===== config.mk =====
export PLATFORM = sky130hd
export DESIGN_NAME = aes_stream_arbiter
export DESIGN_NICKNAME = d
export VERILOG_FILES = /design/src/rtl/aes_stream_arbiter_pkg.sv /design/src/rtl/aes_stream_arbiter_id_fifo.sv /design/src/rtl/aes_stream_arbiter.sv
export SDC_FILE = /design/constraint.sdc
export NUM_CORES = 1
export LEC_CHECK = 0
export CORE_AREA = 8 8 248 250
export CTS_CLUSTER_SIZE = 24
export DETAILED_ROUTE_END_ITERATION = 6
export DIE_AREA = 0 0 256 258
export GPL_TIMING_DRIVEN = 0
export SYNTH_ARGS = -nofsm -noshare
export SYNTH_HDL_FRONTEND = slang
export SYNTH_SLANG_ARGS = --single-unit

===== constraint.sdc =====
create_clock -name clk -period 2.25 [get_ports clk]
set_clock_uncertainty 0.15 [all_clocks]
set_input_delay 0.225 -clock clk [delete_from_list [all_inputs] [get_ports clk]]
set_output_delay 0.225 -clock clk [all_outputs]
set_load 0.02 [all_outputs]

===== src/rtl/aes_stream_arbiter_pkg.sv =====
// Shared types and helpers for the AES stream arbiter slice.
package aes_stream_arbiter_pkg;

    // Request-side arbiter states
    typedef enum logic {
        ARB_IDLE    = 1'b0,
        ARB_FORWARD = 1'b1
    } arb_state_e;

    // Ceiling log2, as used throughout the codebase for pointer/index widths
    function automatic int unsigned clogb2(input int unsigned value);
        int unsigned result;
        result = 0;
        for (int unsigned i = 0; i < 32; i++) begin
            if ((64'd1 << i) < 64'(value)) begin
                result = i + 1;
            end
        end
        return result;
    endfunction

endpackage


===== src/rtl/aes_stream_arbiter_id_fifo.sv =====
// In-order FIFO of granted requester IDs; the head tells the response path
// which requester the controller is currently answering.
module aes_arb_id_fifo
    import aes_stream_arbiter_pkg::*;
#(
    parameter int unsigned ID_W  = 1,
    parameter int unsigned DEPTH = 4
) (
    input  logic            clk,
    input  logic            reset,
    input  logic            push,
    input  logic [ID_W-1:0] push_id,
    input  logic            pop,
    output logic            full,
    output logic            empty,
    output logic [ID_W-1:0] head
);

    localparam int unsigned AW = clogb2(DEPTH);
    localparam int unsigned PW = AW + 1;

    logic [ID_W-1:0] mem [DEPTH];
    logic [PW-1:0]   wr_ptr;
    logic [PW-1:0]   rd_ptr;

    // Pointer update; extra MSB distinguishes full from empty
    always_ff @(posedge clk) begin
        if (reset) begin
            wr_ptr <= '0;
            rd_ptr <= '0;
        end else begin
            if (push && !full) begin
                wr_ptr <= wr_ptr + PW'(1);
            end
            if (pop && !empty) begin
                rd_ptr <= rd_ptr + PW'(1);
            end
        end
    end

    // Storage write, no reset needed on the payload
    always_ff @(posedge clk) begin
        if (push && !full) begin
            mem[wr_ptr[AW-1:0]] <= push_id;
        end
    end

    assign empty = (wr_ptr == rd_ptr);
    assign full  = (wr_ptr[AW] != rd_ptr[AW]) && (wr_ptr[AW-1:0] == rd_ptr[AW-1:0]);
    assign head  = mem[rd_ptr[AW-1:0]];

endmodule


===== src/rtl/aes_stream_arbiter.sv =====
// Packet-level round-robin arbiter sharing one AES controller among
// NUM_REQ requester streams; responses are steered back in grant order.
module aes_stream_arbiter
    import aes_stream_arbiter_pkg::*;
#(
    parameter int unsigned NUM_REQ     = 2,
    parameter int unsigned DATA_WIDTH  = 128,
    parameter int unsigned ORDER_DEPTH = 4
) (
    input  logic                          clk,
    input  logic                          reset,
    input  logic [NUM_REQ-1:0]            req_tvalid,
    output logic [NUM_REQ-1:0]            req_tready,
    input  logic [NUM_REQ*DATA_WIDTH-1:0] req_tdata,
    input  logic [NUM_REQ-1:0]            req_tlast,
    output logic                          dn_tvalid,
    input  logic                          dn_tready,
    output logic [DATA_WIDTH-1:0]         dn_tdata,
    output logic                          dn_tlast,
    input  logic                          rsp_tvalid,
    output logic                          rsp_tready,
    input  logic [DATA_WIDTH-1:0]         rsp_tdata,
    input  logic                          rsp_tlast,
    output logic [NUM_REQ-1:0]            out_tvalid,
    input  logic [NUM_REQ-1:0]            out_tready,
    output logic [DATA_WIDTH-1:0]         out_tdata,
    output logic                          out_tlast,
    output logic                          busy
);

    localparam int unsigned ID_W = (clogb2(NUM_REQ) > 1) ? clogb2(NUM_REQ) : 1;

    arb_state_e      state;
    arb_state_e      state_next;
    logic [ID_W-1:0] grant_id;
    logic [ID_W-1:0] grant_id_next;
    logic [ID_W-1:0] rr_ptr;
    logic [ID_W-1:0] rr_ptr_next;
    logic [ID_W-1:0] sel_id;
    logic            sel_found;
    logic [ID_W:0]   rot_sum;
    logic [ID_W-1:0] rot_cand;
    logic [ID_W-1:0] head_id;
    logic            fifo_push;
    logic            fifo_pop;
    logic            fifo_full;
    logic            fifo_empty;

    logic [DATA_WIDTH-1:0] req_data_arr [NUM_REQ];

    for (genvar g = 0; g < NUM_REQ; g++) begin : g_unpack
        assign req_data_arr[g] = req_tdata[g*DATA_WIDTH +: DATA_WIDTH];
    end

    // Round-robin pick: first valid requester at or after rr_ptr, wrapping
    always_comb begin
        sel_found = 1'b0;
        sel_id    = '0;
        rot_sum   = '0;
        rot_cand  = '0;
        for (int unsigned k = 0; k < NUM_REQ; k++) begin
            rot_sum = {1'b0, rr_ptr} + (ID_W+1)'(k);
            if (rot_sum >= (ID_W+1)'(NUM_REQ)) begin
                rot_sum = rot_sum - (ID_W+1)'(NUM_REQ);
            end
            rot_cand = rot_sum[ID_W-1:0];
            if (!sel_found && req_tvalid[rot_cand]) begin
                sel_found = 1'b1;
                sel_id    = rot_cand;
            end
        end
    end

    // Request FSM: grant in IDLE, pass the granted stream through in FORWARD
    always_comb begin
        state_next    = state;
        grant_id_next = grant_id;
        rr_ptr_next   = rr_ptr;
        fifo_push     = 1'b0;
        dn_tvalid     = 1'b0;
        req_tready    = '0;
        case (state)
            ARB_IDLE: begin
                if (!fifo_full && sel_found) begin
                    grant_id_next = sel_id;
                    fifo_push     = 1'b1;
                    state_next    = ARB_FORWARD;
                end
            end
            ARB_FORWARD: begin
                dn_tvalid            = req_tvalid[grant_id];
                req_tready[grant_id] = dn_tready;
                if (dn_tvalid && dn_tready && dn_tlast) begin
                    rr_ptr_next = (grant_id == ID_W'(NUM_REQ - 1)) ? '0 : grant_id + ID_W'(1);
                    state_next  = ARB_IDLE;
                end
            end
            default: begin
                state_next = ARB_IDLE;
            end
        endcase
    end

    // Arbiter state registers
    always_ff @(posedge clk) begin
        if (reset) begin
            state    <= ARB_IDLE;
            grant_id <= '0;
            rr_ptr   <= '0;
        end else begin
            state    <= state_next;
            grant_id <= grant_id_next;
            rr_ptr   <= rr_ptr_next;
        end
    end

    assign dn_tdata = req_data_arr[grant_id];
    assign dn_tlast = req_tlast[grant_id];

    // Response steering to the requester at the head of the order FIFO
    always_comb begin
        out_tvalid = '0;
        rsp_tready = 1'b0;
        fifo_pop   = 1'b0;
        if (!fifo_empty) begin
            out_tvalid[head_id] = rsp_tvalid;
            rsp_tready          = out_tready[head_id];
            fifo_pop            = rsp_tvalid && out_tready[head_id] && rsp_tlast;
        end
    end

    assign out_tdata = rsp_tdata;
    assign out_tlast = rsp_tlast;
    assign busy      = (state == ARB_FORWARD) || !fifo_empty;

    aes_arb_id_fifo #(
        .ID_W  (ID_W),
        .DEPTH (ORDER_DEPTH)
    ) u_id_fifo (
        .clk     (clk),
        .reset   (reset),
        .push    (fifo_push),
        .push_id (sel_id),
        .pop     (fifo_pop),
        .full    (fifo_full),
        .empty   (fifo_empty),
        .head    (head_id)
    );

endmodule


# After elaboration in Yosys (flattened, before gate mapping)
# Memory sizes are Yosys's and may differ from the RTL's. A register that Yosys moved wholly into a read port is not among the register bits.
# Cells that the tools add are included.
# classes
mux	37
bitwise	4
magnitude_cmp	9
add_sub_neg	6
eq_ne	3
n_reduce_logical	17
# ops
op	n
128-bit 2-to-1 mux	3
1-bit 2-to-1 mux	27
1-bit logical AND	11
1-bit by 2-bit < comparator with 1-bit output, second input constant	4
2-bit 2-to-1 mux	4
3-bit by 1-bit adder with 3-bit output, second input constant	2
2-bit AND	2
2-bit greater-or-equal comparator, second input constant	2
2-bit AND reduction	2
3-bit equality test	1
1-bit logical NOT	3
1-bit by 1-bit adder with 2-bit output, second input constant	1
1-bit demux with 1-bit select	2
2-bit equality test	1
1-bit greater-or-equal comparator, second input constant	2
1-bit by 2-bit greater-or-equal comparator with 1-bit output, second input constant	1
1-bit inverter with 2-bit output	1
1-bit one-hot mux with 2 select lines	1
1-bit subtractor, second input constant	2
1-bit adder, second input constant	1
1-bit logical OR	1
1-bit inequality test	1
1-bit inverter	1
# word_totals
n_memories	1
out_inout_bits	265
in_bits	395
ram_bits	4
ff_bits	9
# mem_list
name	words	word_bits	rd	rd_clocked_by_memory_dff	wr	line_no	source
u_id_fifo.mem	4	1	1	1	1	aes_stream_arbiter_id_fifo.sv:22	logic [ID_W-1:0] mem [DEPTH];

# Longest topological paths before layout
# depth
depth_word	14
mapped_depth	5
mapped_depth_nobuf	4

# Modules after synthesis
# From an unflattened synthesis, not the netlist that was laid out.
# unflattened
hier_cells	380
hier_area_um2	3500.9
# by_module_without_submodules
module	seq_area_each_um2	area_per_inst_um2	instances	cells_per_inst
aes_stream_arbiter	60.1	2768.9	1	305
aes_arb_id_fifo	280.3	732.0	1	75

# Worst setup path after synthesis
# Ideal clock, no wire load.
# synth_timing
path_kind	reg-to-reg
startpoint	register with a tool-made name
endpoint	register u_id_fifo.rd_ptr[2]
path_buffers	0
setup_time_ns	0.123
path_slack_ns	0.321
arrival_ns	1.656
stages_incl_launch_ff	5
path_cell_list	dfxtp_1 -> mux4_2 -> mux2i_2 -> nor4b_1 -> mux2_1
# synth_lines
element	line_no	source
end signal: assignment	aes_stream_arbiter_id_fifo.sv:36	rd_ptr <= rd_ptr + PW'(1);
end: declaration	aes_stream_arbiter_id_fifo.sv:24	logic [PW-1:0] rd_ptr;

# Final worst setup path
# layout_timing
startpoint	register grant_id
endpoint	output dn_tdata[110]
# layout_between
elab_chain_len	4
# layout_rtl
element	line_no	source
start: declaration	aes_stream_arbiter.sv:35	logic [ID_W-1:0] grant_id;
start signal: assignment	aes_stream_arbiter.sv:112	grant_id <= grant_id_next;
1-bit inverter with 2-bit output (not written as such)	aes_stream_arbiter.sv:117	assign dn_tdata = req_data_arr[grant_id];
128-bit 2-to-1 mux (not written as such) (3 in series)	aes_stream_arbiter.sv:117	
end: declaration	aes_stream_arbiter.sv:18	output logic [DATA_WIDTH-1:0] dn_tdata,
# No other way between the ends. The select of a mux whose other input is x is not followed.

==> results.json <==
{
  "synth-async-reset-ratio": 0,
  "total_power_mw": 2.79,
  "fin_crit_sh": 0.972,
  "rsz0062_at_grt": "yes",
  "num_rows": 88,
  "power_density_nw_per_um2": 291,
  "synth_most_common_cell": "mux2_2",
  "hold_viol": 0,
  "p_leak_nw": 3.78,
  "clock-sinks": 15,
  "die_y_microns": 258,
  "drive_above_1_share": 0.334,
  "fmax_mhz": 457,
  "ys_warn_count": 0,
  "cts_tree": "yes",
  "placed_area_sq_um": 9570,
  "fp.dieW_microns": 256,
  "netlist.area_leader.share": 0.445,
  "ant_nets": 0,
  "synth_flop_cell": "dfxtp_1",
  "setup_viol": 0,
  "synth-seq-area-share": 0.103,
  "syn-num-nets": 751,
  "grt_max_degree": 11,
  "synth_enable_flop_cells": 4,
  "cts_root_buf": "clkbuf_16",
  "start_util": 0.0574,
  "grt_pass1_vias": 5447,
  "end_kind": "output port",
  "critPathLaunchType": "flop",
  "wl_microns": 35700,
  "startpoint": "grant_id",
  "finalSetupTns_ps": 0,
  "clk_pin_slew_ps": 50,
  "worst-r2r-cell-count": 4,
  "vias": 4719,
  "pwr-share-seq": 0.114,
  "crit_end": "dn_tdata[110]",
  "die-area_sq_um": 66000,
  "grt_pass1_wl_microns": 46100,
  "sw_frac_of_total": 0.372,
  "routedWlPerCell_microns": 21.5,
  "syn_area_sq_um": 3290,
  "p_int_mw": 1.75,
  "h-tree-depth": 1,
  "ys_ff_latch": 15,
  "hold_path.class": "reg -> reg",
  "critPathArrivalTime_ps": 1810,
  "synth_cells": 351,
  "dr.pass1.iters": 4,
  "syn2layout_area_growth_pct": 191,
  "drc": 0,
  "worst_slew_pin_slew_ps": 652,
  "power_frac_comb": 0.766,
  "num_io_pins": 660,
  "dpl.hpwl_microns": 33800,
  "routabilityCongestion": 0.802,
  "synth.area.top_cells": "mux2_2 44%, buf_4 29%, dfxtp_1 6.7%",
  "pwr-share-clk": 0.120,
  "slew_headroom": 0.566,
  "vias_per_cell": 2.84,
  "drv_cap": 0,
  "numCtsBuffers": 3,
  "crit_path_max_fanout": 10,
  "synth_top_area_cell": "mux2_2",
  "antenna_found_initial": 44,
  "avgSynthCellArea_sq_um": 9.38,
  "fin_crit_ps": 2190,
  "vdd_drop_max_uv": 322,
  "path_class": "reg -> out",
  "slew_viol_final": 0,
  "cts_buffer_depth": 2,
  "p_sw_mw": 1.04,
  "nNetsFinal": 1287,
  "fin_util": 0.167,
  "worst_ep_required_time_ps": 1880,
  "grt.total_usage": 0.0995,
  "core-area_sq_um": 57400,
  "grt_overflow": 0,
  "fin_area_sq_um": 9600,
  "rrSetupSlack_ps": 110,
  "io_buffers": 531,
  "clk_latency_ps": 240,
  "r2r_end": "u_id_fifo.rd_ptr[2]",
  "ys_types": 32,
  "synth_common_cells": "130 x mux2_2, 129 x buf_4, 11 x dfxtp_1",
  "hold_path_depth": 2,
  "first_iter_violations": 113,
  "outcome": "finished clean",
  "hold_buffers": 0
}
-- cells by family after synthesis --
group	count (synthesis)	share of synthesized area
mux	138	0.475
flops	15	0.103
simple gates	34	0.0589
buf+inv	149	0.320
compound gates	6	0.0133
xor+xnor	4	0.0106
fa+ha+maj	5	0.0190
-- worst max-delay path: stages, from the launching register on --
cell             delay [ps]
dfxtp_4                 430
clkbuf_8                220
mux2_2                  370
clkdlybuf4s50_1         540
-- how the worst min path moves through the flow --
stage,from,slack (ps),endpoint
global route,u_id_fifo.wr_ptr[2],400,u_id_fifo.wr_ptr[2]
CTS,u_id_fifo.wr_ptr[2],380,u_id_fifo.wr_ptr[2]
floorplan,reset,260,u_id_fifo.wr_ptr[2]
global placement,u_id_fifo.wr_ptr[2],360,u_id_fifo.wr_ptr[2]
finish,u_id_fifo.wr_ptr[2],380,u_id_fifo.wr_ptr[2]
detailed placement,u_id_fifo.wr_ptr[2],350,u_id_fifo.wr_ptr[2]
-- per-layer routing --
metal  GRT usage  routed length, microns  up-vias
met1      0.0921                   12500     2065
li1            -                       -     2161
met4      0.0213                     309       10
met2       0.179                   18200      429
met3      0.0691                    4630       54
met5           0                      69        -
-- area by class of cell --
cell class | instances | area, sq um
repair buffers | 532 | 5150
diodes | 10 | 25.0
fillers | 6491 | 47800
plain buffers | 145 | 1110
inverters | 3 | 11.3
flip-flops and latches | 15 | 344
multi-input cells | 187 | 1920
clock buffers | 4 | 78.8
well taps | 765 | 957
-- power groups by stage --
stage                     sequential [mW]  combinational [mW]  clock [mW]
after floorplan                     0.314                1.00           0
after global placement              0.318                2.27           0
after detailed placement            0.318                2.28           0
after CTS                           0.321                2.17       0.344
after global routing                0.323                2.27       0.353
final                               0.319                2.14       0.335
-- cell usage in the layout, fill, tap and decap left out, drive strengths merged --
| cell type | netlist | routed |
|---|---|---|
| inv | 3 | 3 |
| clkdlybuf4s50 | 0 | 417 |
| mux4 | 1 | 1 |
| buf | 137 | 146 |
| nand4 | 1 | 1 |
| a31oi | 1 | 1 |
| nor2b | 3 | 3 |
| xor2 | 1 | 1 |
| dlymetal6s2s | 0 | 1 |
| nand2b | 5 | 5 |
| nand3 | 2 | 2 |
| o21ai | 1 | 1 |
| nor3b | 1 | 1 |
| clkdlybuf4s15 | 0 | 1 |
| and3 | 1 | 1 |
| nand2 | 3 | 3 |
| mux2i | 4 | 4 |
| a311oi | 1 | 1 |
| ha | 5 | 5 |
| nor3 | 1 | 1 |
| clkbuf | 9 | 14 |
| xnor2 | 3 | 3 |
| dfxtp | 11 | 11 |
| nor4b | 1 | 1 |
| a21boi | 1 | 1 |
| mux2 | 133 | 133 |
| a21oi | 2 | 2 |
| dlygate4sd2 | 0 | 102 |
| and3b | 2 | 2 |
| nor2 | 9 | 9 |
| edfxtp | 4 | 4 |
| diode | 0 | 10 |
| and2 | 5 | 5 |
-- timing repair --
item | in CTS | in global routing
setup endpoints to repair | 138 | 21
buffers inserted | 1 | 0
gates resized for setup | 166 | 13
-- per-stage QoR --
step | setup WS, ps | hold WS, ps | instances
floorplan | 321 | 255 | 351
global placement | -1470 | 365 | 1647
detailed placement | -1480 | 349 | 1647
CTS | -183 | 384 | 1651
global route | -9.76 | 400 | 1655
finish | 64.1 | 375 | 1661
(Power assumes the default switching activity.)
